--- src/rtl/mips_isa_pkg.sv ---
// Shared MIPS ISA constants and the decoded instruction-class flag bundle
// used by the decode stage and the multicycle controller.
package mips_isa_pkg;

   localparam logic [5:0] OP_RTYPE = 6'b000000;
   localparam logic [5:0] OP_ADDI  = 6'b001000;
   localparam logic [5:0] OP_ANDI  = 6'b001100;
   localparam logic [5:0] OP_LW    = 6'b100011;
   localparam logic [5:0] OP_SW    = 6'b101011;
   localparam logic [5:0] OP_J     = 6'b000010;
   localparam logic [5:0] OP_JAL   = 6'b000011;
   localparam logic [5:0] OP_BEQ   = 6'b000100;
   localparam logic [5:0] OP_BNE   = 6'b000101;

   localparam logic [5:0] FN_ADD   = 6'b100000;
   localparam logic [5:0] FN_SUB   = 6'b100010;
   localparam logic [5:0] FN_AND   = 6'b100100;
   localparam logic [5:0] FN_OR    = 6'b100101;
   localparam logic [5:0] FN_SLT   = 6'b101010;
   localparam logic [5:0] FN_JR    = 6'b001000;

   typedef struct packed {
      logic rt;
      logic addi;
      logic andi;
      logic lw;
      logic sw;
      logic j;
      logic jal;
      logic jr;
      logic beq;
      logic bne;
   } dec_flags_t;

endpackage

--- src/rtl/opcode_decode.sv ---
// Combinational instruction-class decoder: one-hot class flags plus an
// illegal indication for any word that is neither supported nor the no-op.
module opcode_decode
   import mips_isa_pkg::*;
#(
   parameter logic [31:0] NOP_WORD = 32'h0000_0000
) (
   input  logic [31:0] word,
   output dec_flags_t  flags,
   output logic        illegal
);

   // Opcode/funct decode; the no-op word is forced flag-free even if it aliases a class.
   always_comb begin
      flags   = '0;
      illegal = 1'b0;
      case (word[31:26])
         OP_RTYPE: begin
            case (word[5:0])
               FN_JR:                                  flags.jr = 1'b1;
               FN_ADD, FN_SUB, FN_AND, FN_OR, FN_SLT:  flags.rt = 1'b1;
               default:                                flags    = '0;
            endcase
         end
         OP_ADDI: flags.addi = 1'b1;
         OP_ANDI: flags.andi = 1'b1;
         OP_LW:   flags.lw   = 1'b1;
         OP_SW:   flags.sw   = 1'b1;
         OP_J:    flags.j    = 1'b1;
         OP_JAL:  flags.jal  = 1'b1;
         OP_BEQ:  flags.beq  = 1'b1;
         OP_BNE:  flags.bne  = 1'b1;
         default: flags      = '0;
      endcase
      if (word == NOP_WORD) begin
         flags   = '0;
         illegal = 1'b0;
      end else begin
         illegal = ~(|flags);
      end
   end

endmodule

--- src/rtl/inst_decode_reg.sv ---
// Instruction register and decode stage of the multicycle MIPS core, with
// sticky illegal-instruction status and debug instruction counters.
module inst_decode_reg
   import mips_isa_pkg::*;
#(
   parameter logic [31:0] NOP_WORD  = 32'h0000_0000,
   parameter int          ILL_CNT_W = 16
) (
   input  logic                 clk,
   input  logic                 rst,
   input  logic [31:0]          mem_rdata,
   input  logic                 ir_write,
   input  logic                 clr_cnt,
   output logic [31:0]          ir,
   output logic [4:0]           rs_idx,
   output logic [4:0]           rt_idx,
   output logic [4:0]           rd_idx,
   output logic [5:0]           funct,
   output logic [31:0]          imm_sext,
   output logic [25:0]          jtarget,
   output logic                 RT,
   output logic                 addi,
   output logic                 andi,
   output logic                 lw,
   output logic                 sw,
   output logic                 j,
   output logic                 jal,
   output logic                 jr,
   output logic                 beq,
   output logic                 bne,
   output logic                 illegal,
   output logic                 trap,
   output logic                 illegal_seen,
   output logic [31:0]          inst_cnt,
   output logic [ILL_CNT_W-1:0] illegal_cnt
);

   localparam logic [ILL_CNT_W-1:0] ILL_ONE = {{(ILL_CNT_W-1){1'b0}}, 1'b1};

   logic [31:0]          ir_q, ir_d;
   logic                 trap_q, trap_d;
   logic                 seen_q, seen_d;
   logic [31:0]          inst_cnt_q, inst_cnt_d;
   logic [ILL_CNT_W-1:0] ill_cnt_q, ill_cnt_d;

   dec_flags_t ir_flags_s, mem_flags_s;
   logic       ir_illegal_s, mem_illegal_s, cap_illegal_s;

   opcode_decode #(.NOP_WORD(NOP_WORD)) u_dec_ir (
      .word    (ir_q),
      .flags   (ir_flags_s),
      .illegal (ir_illegal_s)
   );

   opcode_decode #(.NOP_WORD(NOP_WORD)) u_dec_mem (
      .word    (mem_rdata),
      .flags   (mem_flags_s),
      .illegal (mem_illegal_s)
   );

   // A word with any class flag is never counted illegal, even on a decoder upset.
   assign cap_illegal_s = mem_illegal_s & ~(|mem_flags_s);

   // Next-state for IR, trap pulse, sticky status and counters; clear beats counting.
   always_comb begin
      ir_d       = ir_q;
      trap_d     = 1'b0;
      seen_d     = seen_q;
      inst_cnt_d = inst_cnt_q;
      ill_cnt_d  = ill_cnt_q;
      if (ir_write) begin
         ir_d   = mem_rdata;
         trap_d = cap_illegal_s;
      end else begin
         ir_d   = ir_q;
         trap_d = 1'b0;
      end
      if (clr_cnt) begin
         seen_d     = 1'b0;
         inst_cnt_d = 32'h0000_0000;
         ill_cnt_d  = '0;
      end else if (ir_write) begin
         inst_cnt_d = inst_cnt_q + 32'h0000_0001;
         if (cap_illegal_s) begin
            seen_d = 1'b1;
            if (ill_cnt_q != '1) begin
               ill_cnt_d = ill_cnt_q + ILL_ONE;
            end else begin
               ill_cnt_d = ill_cnt_q;
            end
         end else begin
            seen_d = seen_q;
         end
      end else begin
         inst_cnt_d = inst_cnt_q;
      end
   end

   // State registers with synchronous active-low reset.
   always_ff @(posedge clk) begin
      if (!rst) begin
         ir_q       <= 32'h0000_0000;
         trap_q     <= 1'b0;
         seen_q     <= 1'b0;
         inst_cnt_q <= 32'h0000_0000;
         ill_cnt_q  <= '0;
      end else begin
         ir_q       <= ir_d;
         trap_q     <= trap_d;
         seen_q     <= seen_d;
         inst_cnt_q <= inst_cnt_d;
         ill_cnt_q  <= ill_cnt_d;
      end
   end

   assign ir           = ir_q;
   assign rs_idx       = ir_q[25:21];
   assign rt_idx       = ir_q[20:16];
   assign rd_idx       = ir_q[15:11];
   assign funct        = ir_q[5:0];
   assign imm_sext     = {{16{ir_q[15]}}, ir_q[15:0]};
   assign jtarget      = ir_q[25:0];
   assign RT           = ir_flags_s.rt;
   assign addi         = ir_flags_s.addi;
   assign andi         = ir_flags_s.andi;
   assign lw           = ir_flags_s.lw;
   assign sw           = ir_flags_s.sw;
   assign j            = ir_flags_s.j;
   assign jal          = ir_flags_s.jal;
   assign jr           = ir_flags_s.jr;
   assign beq          = ir_flags_s.beq;
   assign bne          = ir_flags_s.bne;
   assign illegal      = ir_illegal_s;
   assign trap         = trap_q;
   assign illegal_seen = seen_q;
   assign inst_cnt     = inst_cnt_q;
   assign illegal_cnt  = ill_cnt_q;

endmodule

--- config.mk ---
export PLATFORM = sky130hd
export DESIGN_NAME = inst_decode_reg
export DESIGN_NICKNAME = d
export VERILOG_FILES = /design/src/rtl/mips_isa_pkg.sv /design/src/rtl/opcode_decode.sv /design/src/rtl/inst_decode_reg.sv
export SDC_FILE = /design/constraint.sdc
export NUM_CORES = 1
export LEC_CHECK = 0
export BUFFER_PORTS_ARGS = -buffer_cell sky130_fd_sc_hd__buf_4
export CORE_AREA = 2 2 100 102
export CTS_CLUSTER_SIZE = 40
export DETAILED_ROUTE_END_ITERATION = 7
export DIE_AREA = 0 0 102 104
export PLACE_DENSITY_LB_ADDON = 0.3
export SETUP_SLACK_MARGIN = 0.15
export SYNTH_ARGS = -nofsm -noshare
export SYNTH_HDL_FRONTEND = slang
export SYNTH_SLANG_ARGS = --single-unit
--- constraint.sdc ---
create_clock -name clk -period 2.6 [get_ports clk]
set_input_delay 0.26 -clock clk [delete_from_list [all_inputs] [get_ports clk]]
set_output_delay 0.26 -clock clk [all_outputs]
set_load 0.005 [all_outputs]
==> impl_metrics.tcl, run 1 <==
set metrics [dict create \
    r2r_cells 7 \
    fin_cells 772 \
    crit_path_max_fanout 7 \
    crit_required_ps 2340 \
    irDropWorstVdd_uv 231 \
    cts_root_buf "clkbuf_8" \
    finClkSkew_ps 12.0 \
    cts_resized 1 \
    yosys.area.top_type "dfxtp_1" \
    placed_cells 756 \
    powerDensity_nw_per_um2 481 \
    io_buffers 207 \
    pre_cts_ws_ps 428 \
    synth.avg_cell_area_um2 8.52 \
    ys_top_cells_by_area "dfxtp_1 38%, buf_4 14%, mux2i_1 7.8%" \
    ant_nets 0 \
    maxSlewViolCount 0 \
    clk_latency_ps 350 \
    synth_warnings 0 \
    relSlewSlack_pct 52.4 \
    max_freq_mhz 429 \
    postSynthCellCount 511 \
    startpoint "ir[31]" \
    grt_pass1_vias 3643 \
    die-area_um2 10600 \
    final_nets 672 \
    cts_tree "yes" \
    fp-row-count 36 \
    worstReg2RegEnd "inst_cnt[18]" \
    max_cap_viol_count 0 \
    grt-ovfl-total 0 \
    hold_violations 0 \
    setup_slack_ps 269 \
    crit_arrival_ps 2070 \
    antenna_found_initial 0 \
    grt_first_pass_wirelength_um 17600 \
    synth-edff-count 0 \
    die_x_um 102 \
    grt_max_degree 35 \
    r2r-start "inst_cnt[0]" \
    min_path_type "input pin to flip-flop" \
    drive_gt1_share_pct 37.1 \
    ys_types 49 \
    synth_top_area_share_pct 37.7 \
    power.leakage_nw 2.52 \
    synth-async-reset-ratio_pct 0 \
    num_vias 3982 \
    period_share_pct 89.7 \
    endpoint "illegal" \
    final_common_cell "buf_4" \
    initial_core_util_pct 45.6 \
    cts-buffers-inserted 9 \
    synth-seq-cells 82 \
    clk_pin_slew_ps 90 \
    die_h_um 104 \
    grtUsageTotal_pct 20.5 \
    rsz0062_at_grt "false" \
    ctsHoldBuffers 0 \
    area_growth_pct 29.8 \
    worst_pin_slew_ps 714 \
    startpoint_type "flip-flop" \
    synthFlopType "dfxtp_1" \
    mostFrequentLayoutCells "212 x buf_4, 82 x dfxtp_1, 76 x nor2_1" \
    htree_levels 3 \
    coreArea_um2 9550 \
    ios 208 \
    wl_per_cell_um 14.5 \
    period_needed_ps 2330 \
    dr.pass1.iters 5 \
    final_cell_area_um2 5650 \
    gp_congestion 0.862 \
    final.setup.tns_ps 0 \
    drt_iter0_drc 129 \
    place_area_um2 5420 \
    drcViolationCount 0 \
    seq_area_frac_synth_pct 37.7 \
    setup_violations 0 \
    cp-end-kind "primary output" \
    postCtsSetupBuffers 0 \
    cts.sink_count 82 \
    dp_hpwl_um 8490 \
    synthesis.nets 549 \
    rrSetupSlack_ps 560 \
    wl_um 11200 \
    syn_area_um2 4350 \
    clock_path_buffers 2 \
    antenna-diode-count 0 \
    status "completed" \
    worstSetupPathType "flip-flop to primary output" \
    viasPerCell 5.16 \
]
## per-stage QoR
step	utilization (%)	hold WS [ps]	power (mW)
after CTS	59.0	140	2.74
after floorplan	-	407	1.60
after global routing	59.2	148	2.85
after detailed placement	56.7	439	1.76
final	59.2	155	2.72
after global placement	56.7	441	1.75
## synthesized netlist by cell type (all sizes together) (10+ instances only)
cell,n
buf,89
clkbuf,11
nand2,24
xnor2,11
or3,13
a21oi,19
nor2,76
o21ai,14
dfxtp,82
mux2i,34
xor2,16
nand4,15
or4,10
nor4,14
nand3,18
## power breakdown
group	switching [mW]	leakage [nW]	internal (mW)
Clock	0.498	0.109	0.484
Sequential	0.0533	0.668	1.29
Combinational	0.168	1.74	0.225
## final cells by class
| class | count | area (µm²) |
|---|---|---|
| fill | 844 | 3900 |
| multi-input combinational | 321 | 2010 |
| sequential | 82 | 1640 |
| timing repair buffer | 212 | 1590 |
| tap | 133 | 166 |
| clock buffer | 10 | 138 |
| clock inverter | 6 | 72.6 |
| inverter | 8 | 30.0 |
## per-layer routing
| layer | GRT usage [%] | share of wire (%) |
|---|---|---|
| met1 | 23.9 | 39 |
| met3 | 4.37 | 7.2 |
| met2 | 36.2 | 52 |
| met4 | 7.33 | 1.6 |
| met5 | 0 | 0 |
## state kept, by name, indices dropped and copies added (netlist names)
signal and cells:
illegal_cnt 16, illegal_seen 1, inst_cnt 32, ir 32, trap 1
## worst max-delay path, stage by stage (launching register included)
cell and delay (ps):
dfxtp_1 370, or4_4 590, nor4_4 200, and3_4 240, o21bai_1 100, a31oi_1 60, buf_4 160
## worst min path at each step
stage / startpoint / endpoint / slack [ps] / cells past startpoint
floorplan: mem_rdata[0] / ir[0] / 410 / 2
global placement: illegal_seen / illegal_seen / 440 / 2
detailed placement: illegal_seen / illegal_seen / 440 / 2
CTS: mem_rdata[13] / ir[13] / 140 / 3
global route: mem_rdata[19] / ir[19] / 150 / 3
finish: mem_rdata[13] / ir[13] / 160 / 3
## cells by family after synthesis
| group | after synthesis | synth area share [%] |
|---|---|---|
| AO/OA/AOI/OAI | 50 | 6.93 |
| XOR/XNOR | 27 | 5.43 |
| adder cells (fa/ha/maj) | 2 | 0.575 |
| buffers and inverters | 108 | 16.6 |
| flip-flops | 82 | 37.7 |
| multiplexers | 34 | 7.82 |
| AND/OR/NAND/NOR | 208 | 24.9 |
(Power assumes the default switching activity.)
==> inputs of run 2 (changes only) <==
--- a/config.mk
+++ b/config.mk
@@ -6,10 +6,10 @@
 export NUM_CORES = 1
 export LEC_CHECK = 0
 export BUFFER_PORTS_ARGS = -buffer_cell sky130_fd_sc_hd__buf_4
-export CORE_AREA = 2 2 100 102
+export CORE_AREA = 2 2 97 99
 export CTS_CLUSTER_SIZE = 40
 export DETAILED_ROUTE_END_ITERATION = 7
-export DIE_AREA = 0 0 102 104
+export DIE_AREA = 0 0 99 101
 export PLACE_DENSITY_LB_ADDON = 0.3
 export SETUP_SLACK_MARGIN = 0.15
 export SYNTH_ARGS = -nofsm -noshare
==> constraint.sdc (replaced) <==
create_clock -name clk -period 3 [get_ports clk]
set_input_delay 0.3 -clock clk [delete_from_list [all_inputs] [get_ports clk]]
set_output_delay 0.3 -clock clk [all_outputs]
set_load 0.005 [all_outputs]
==> impl_metrics.tcl, run 2 (synthesis gave the netlist of run 1 again) <==
set metrics [dict create \
    status "completed" \
    num_vias 3934 \
    final_nets 670 \
    final.setup.tns_ps 0 \
    pre_cts_ws_ps 573 \
    place_area_um2 5370 \
    grtUsageTotal_pct 21.1 \
    clk_pin_slew_ps 80 \
    area_growth_pct 28.5 \
    hold_ws_ps 208 \
    die_x_um 99 \
    cts_resized 0 \
    finClkSkew_ps 11.9 \
    coreArea_um2 8980 \
    crit_arrival_ps 2370 \
    final_core_util_pct 62.3 \
    powerDensity_nw_per_um2 424 \
    period_needed_ps 2670 \
    startpoint_type "flip-flop" \
    initial_core_util_pct 48.5 \
    worst_pin_slew_ps 928 \
    grt-ovfl-total 0 \
    maxSlewViolCount 0 \
    setup_slack_ps 328 \
    dp_hpwl_um 8290 \
    die-area_um2 10000 \
    gp_congestion 0.855 \
    grt_first_pass_wirelength_um 17100 \
    cts_root_buf "clkbuf_8" \
    cts_tree "yes" \
    max_cap_viol_count 0 \
    period_share_pct 89.1 \
    htree_levels 3 \
    postCtsSetupBuffers 0 \
    antenna_found_initial 0 \
    hold_violations 0 \
    power.leakage_nw 2.51 \
    clk_latency_ps 350 \
    ant_nets 0 \
    irDropWorstVdd_uv 255 \
    crit_required_ps 2700 \
    n_fill_cell 760 \
    antenna-diode-count 0 \
    relSlewSlack_pct 38.1 \
    rsz0062_at_grt "false" \
    io_buffers 207 \
    wl_um 11000 \
    cts.sink_count 82 \
    viasPerCell 5.26 \
    min_path_type "input pin to flip-flop" \
    clock_path_buffers 2 \
    max_freq_mhz 374 \
    setup_violations 0 \
    placed_cells 732 \
    ctsHoldBuffers 0 \
    cts-buffers-inserted 9 \
    cp-end-kind "primary output" \
    mostFrequentLayoutCells "210 x buf_4, 82 x dfxtp_1, 76 x nor2_1" \
    wl_per_cell_um 14.7 \
    final_cell_area_um2 5590 \
    crit_path_max_fanout 7 \
    drive_gt1_share_pct 36.3 \
    drt_iter0_drc 96 \
    final_common_cell "buf_4" \
    fp-row-count 35 \
    drcViolationCount 0 \
    worstSetupPathType "flip-flop to primary output" \
    ios 208 \
    fin_cells 748 \
    grt_pass1_vias 3548 \
    grt_max_degree 40 \
    p_total_mw 2.37 \
    die_h_um 101 \
    dr.pass1.iters 4 \
]
## run 2: changes by cell type in the layout (fill, tap and decap cells not counted), sizes merged
cell / previous run / this run
inv: 10 / 7
buf: 212 / 210
bufinv: 1 / 2
clkbuf: 10 / 11
clkinvlp: 0 / 1
## run 2: worst max-delay path: stages (launching register included)
cell and delay (ps):
dfxtp_1 380, or4_1 600, nor4_1 370, and3_1 300, o21bai_1 130, a31oi_1 70
buf_4 180
## run 2: final timing paths
path | startpoint | end | slack (ps) | depth (start not counted)
setup / recovery | ir[31] | illegal | 330 | 6
hold / removal | mem_rdata[12] | ir[12] | 210 | 3
setup reg to reg | inst_cnt[0] | inst_cnt[18] | 900 | 7
hold reg to reg | illegal_seen | illegal_seen | 460 | 2
## run 2: cell type report
cell class	count	area [µm²]	share of cell area (%)
well taps	111	139	2.48
multi-input cells	321	1990	35.5
clock inverters	5	77.6	1.39
repair buffers	210	1580	28.2
clock buffers	11	141	2.53
flip-flops and latches	82	1640	29.4
inverters	8	30.0	0.537
## run 2: per-layer routing
metal | GRT usage [%] | part of all wire [%] | routed length, µm
met4 | 6.95 | 1.2 | 134
met2 | 36.7 | 49 | 5420
met1 | 26.0 | 42 | 4670
met3 | 4.44 | 7.2 | 791
met5 | 0 | 0 | 0
## run 2: power breakdown
part / total [mW] / internal (mW) / leakage (nW) / switching [mW]
Clock: 0.876 / 0.489 / 0.109 / 0.386
Combinational: 0.330 / 0.190 / 1.73 / 0.140
Sequential: 1.17 / 1.12 / 0.668 / 0.0500
Total: 2.37 / 1.80 / 2.51 / 0.577
==> inputs of run 3 (changes only) <==
--- a/config.mk
+++ b/config.mk
@@ -5,7 +5,7 @@
 export SDC_FILE = /design/constraint.sdc
 export NUM_CORES = 1
 export LEC_CHECK = 0
-export BUFFER_PORTS_ARGS = -buffer_cell sky130_fd_sc_hd__buf_4
+export BUFFER_PORTS_ARGS = -buffer_cell sky130_fd_sc_hd__buf_2
 export CORE_AREA = 2 2 97 99
 export CTS_CLUSTER_SIZE = 40
 export DETAILED_ROUTE_END_ITERATION = 7
==> impl_metrics.tcl, run 3 (synthesis gave the netlist of run 1 again) <==
set metrics [dict create \
    wl_per_cell_um 14.5 \
    clk_latency_ps 360 \
    area_growth_pct 15.9 \
    clk_pin_slew_ps 90 \
    worst_pin_slew_ps 525 \
    max_stage_delay_ps 590 \
    grtUsageTotal_pct 20.7 \
    io_buffers 207 \
    die-area_um2 10000 \
    htree_levels 3 \
    dp_hpwl_um 8140 \
    grt_pass1_vias 3454 \
    antenna-diode-count 0 \
    max_freq_mhz 395 \
    clock_path_buffers 2 \
    max_cap_viol_count 0 \
    powerDensity_nw_per_um2 435 \
    ctsHoldBuffers 0 \
    n_fill_cell 842 \
    rsz0062_at_grt "false" \
    min_path_type "input pin to flip-flop" \
    r2r-start "inst_cnt[0]" \
    relSlewSlack_pct 64.7 \
    gp_congestion 0.939 \
    cts-buffers-inserted 9 \
    final_common_cell "buf_2" \
    rrSetupSlack_ps 970 \
    grt_first_pass_wirelength_um 16800 \
    cts_root_buf "clkbuf_8" \
    cp-end-kind "primary output" \
    die_h_um 101 \
    drcViolationCount 0 \
    whs_path_depth 3 \
    fp-row-count 35 \
    startpoint_type "flip-flop" \
    dr.pass1.iters 5 \
    die_x_um 99 \
    coreArea_um2 8980 \
    ios 208 \
    grt-ovfl-total 0 \
    num_vias 3965 \
    cp_slowest_cell "or4_1" \
    hold_ws_ps 191 \
    maxSlewViolCount 0 \
    viasPerCell 5.29 \
    fin_cells 749 \
    worstReg2RegEnd "inst_cnt[18]" \
    cts_resized 0 \
    antenna_found_initial 0 \
    postCtsSetupBuffers 0 \
    drive_gt1_share_pct 36.5 \
    cts.sink_count 82 \
    worstSetupPathType "flip-flop to primary output" \
    worstHoldEndpoint "ir[16]" \
    hold_violations 0 \
    cts_tree "yes" \
    setup_violations 0 \
    final_nets 671 \
    crit_chain "or4_1 > nor4_1 > and3_1 > o21bai_1 > a31oi_1 > buf_2" \
    startpoint "ir[31]" \
    mostFrequentLayoutCells "207 x buf_2, 82 x dfxtp_1, 76 x nor2_1" \
    final.setup.tns_ps 0 \
    r2r_cells 7 \
    finClkSkew_ps 12.8 \
    crit_path_max_fanout 7 \
    status "completed" \
    min_from "mem_rdata[16]" \
    crit_arrival_ps 2230 \
    period_share_pct 84.4 \
    grt_max_degree 41 \
    placed_cells 733 \
    period_needed_ps 2530 \
    irDropWorstVdd_uv 255 \
    power.leakage_nw 2.44 \
    ant_nets 0 \
    drt_iter0_drc 81 \
    crit_required_ps 2700 \
    wl_um 10900 \
    initial_core_util_pct 48.5 \
]
-- run 3: changes by cell type in the layout (fill, tap and decap cells not counted) --
cell / delta
buf_2: +207
buf_4: -206
inv_6: +4
bufinv_16: -2
clkinv_2: -2
clkbuf_1: -1
clkbuf_8: -1
clkinv_4: +1
clkinvlp_4: +1
-- run 3: worst max path at each step --
| stage | endpoint | slack, ps | cells past startpoint |
|---|---|---|---|
| after floorplan | illegal | 1080 | 6 |
| after global placement | illegal_cnt[10] | 820 | 8 |
| after detailed placement | illegal_cnt[10] | 780 | 8 |
| after CTS | illegal | 450 | 6 |
| after global routing | illegal | 260 | 6 |
| final | illegal | 470 | 6 |
-- run 3: area by class of cell --
cell class,count,area [µm²],area share [%]
Timing Repair Buffer,211,1070,21.1
Sequential cell,82,1640,32.5
Multi-Input combinational cell,321,1990,39.4
Inverter,8,30.0,0.595
Tap cell,111,139,2.75
Clock buffer,9,124,2.46
Clock inverter,7,58.8,1.17
-- run 3: metrics by stage --
| stage | total power, mW | setup slack, ps | area [µm²] | utilization (%) |
|---|---|---|---|---|
| global placement | 1.45 | 817 | 4860 | 54.2 |
| global route | 2.30 | 256 | 5040 | 56.2 |
| detailed placement | 1.46 | 784 | 4860 | 54.2 |
| floorplan | 1.39 | 1080 | 4350 | - |
| CTS | 2.22 | 453 | 5040 | 56.2 |
| finish | 2.19 | 469 | 5040 | 56.2 |
-- run 3: routing by layer --
| layer | global-route usage (%) | vias up | share of wire [%] |
|---|---|---|---|
| met3 | 5.06 | 12 | 6.6 |
| met4 | 6.85 | 0 | 1.8 |
| li1 | - | 1948 | - |
| met5 | 0 | - | 0 |
| met2 | 33.5 | 151 | 48 |
| met1 | 27.1 | 1854 | 44 |
-- run 3: where the power goes --
group          internal (mW)  switching, mW
Combinational          0.130          0.140
Sequential              1.12         0.0448
Clock                  0.314          0.449
Total                   1.56          0.634
-- run 3: worst max-delay path: cells and delay by family (launching register included) --
family          cells  cell delay [ps]
simple gates        3             1190
compound gates      2              160
buf+inv             1              150
flops               1              380
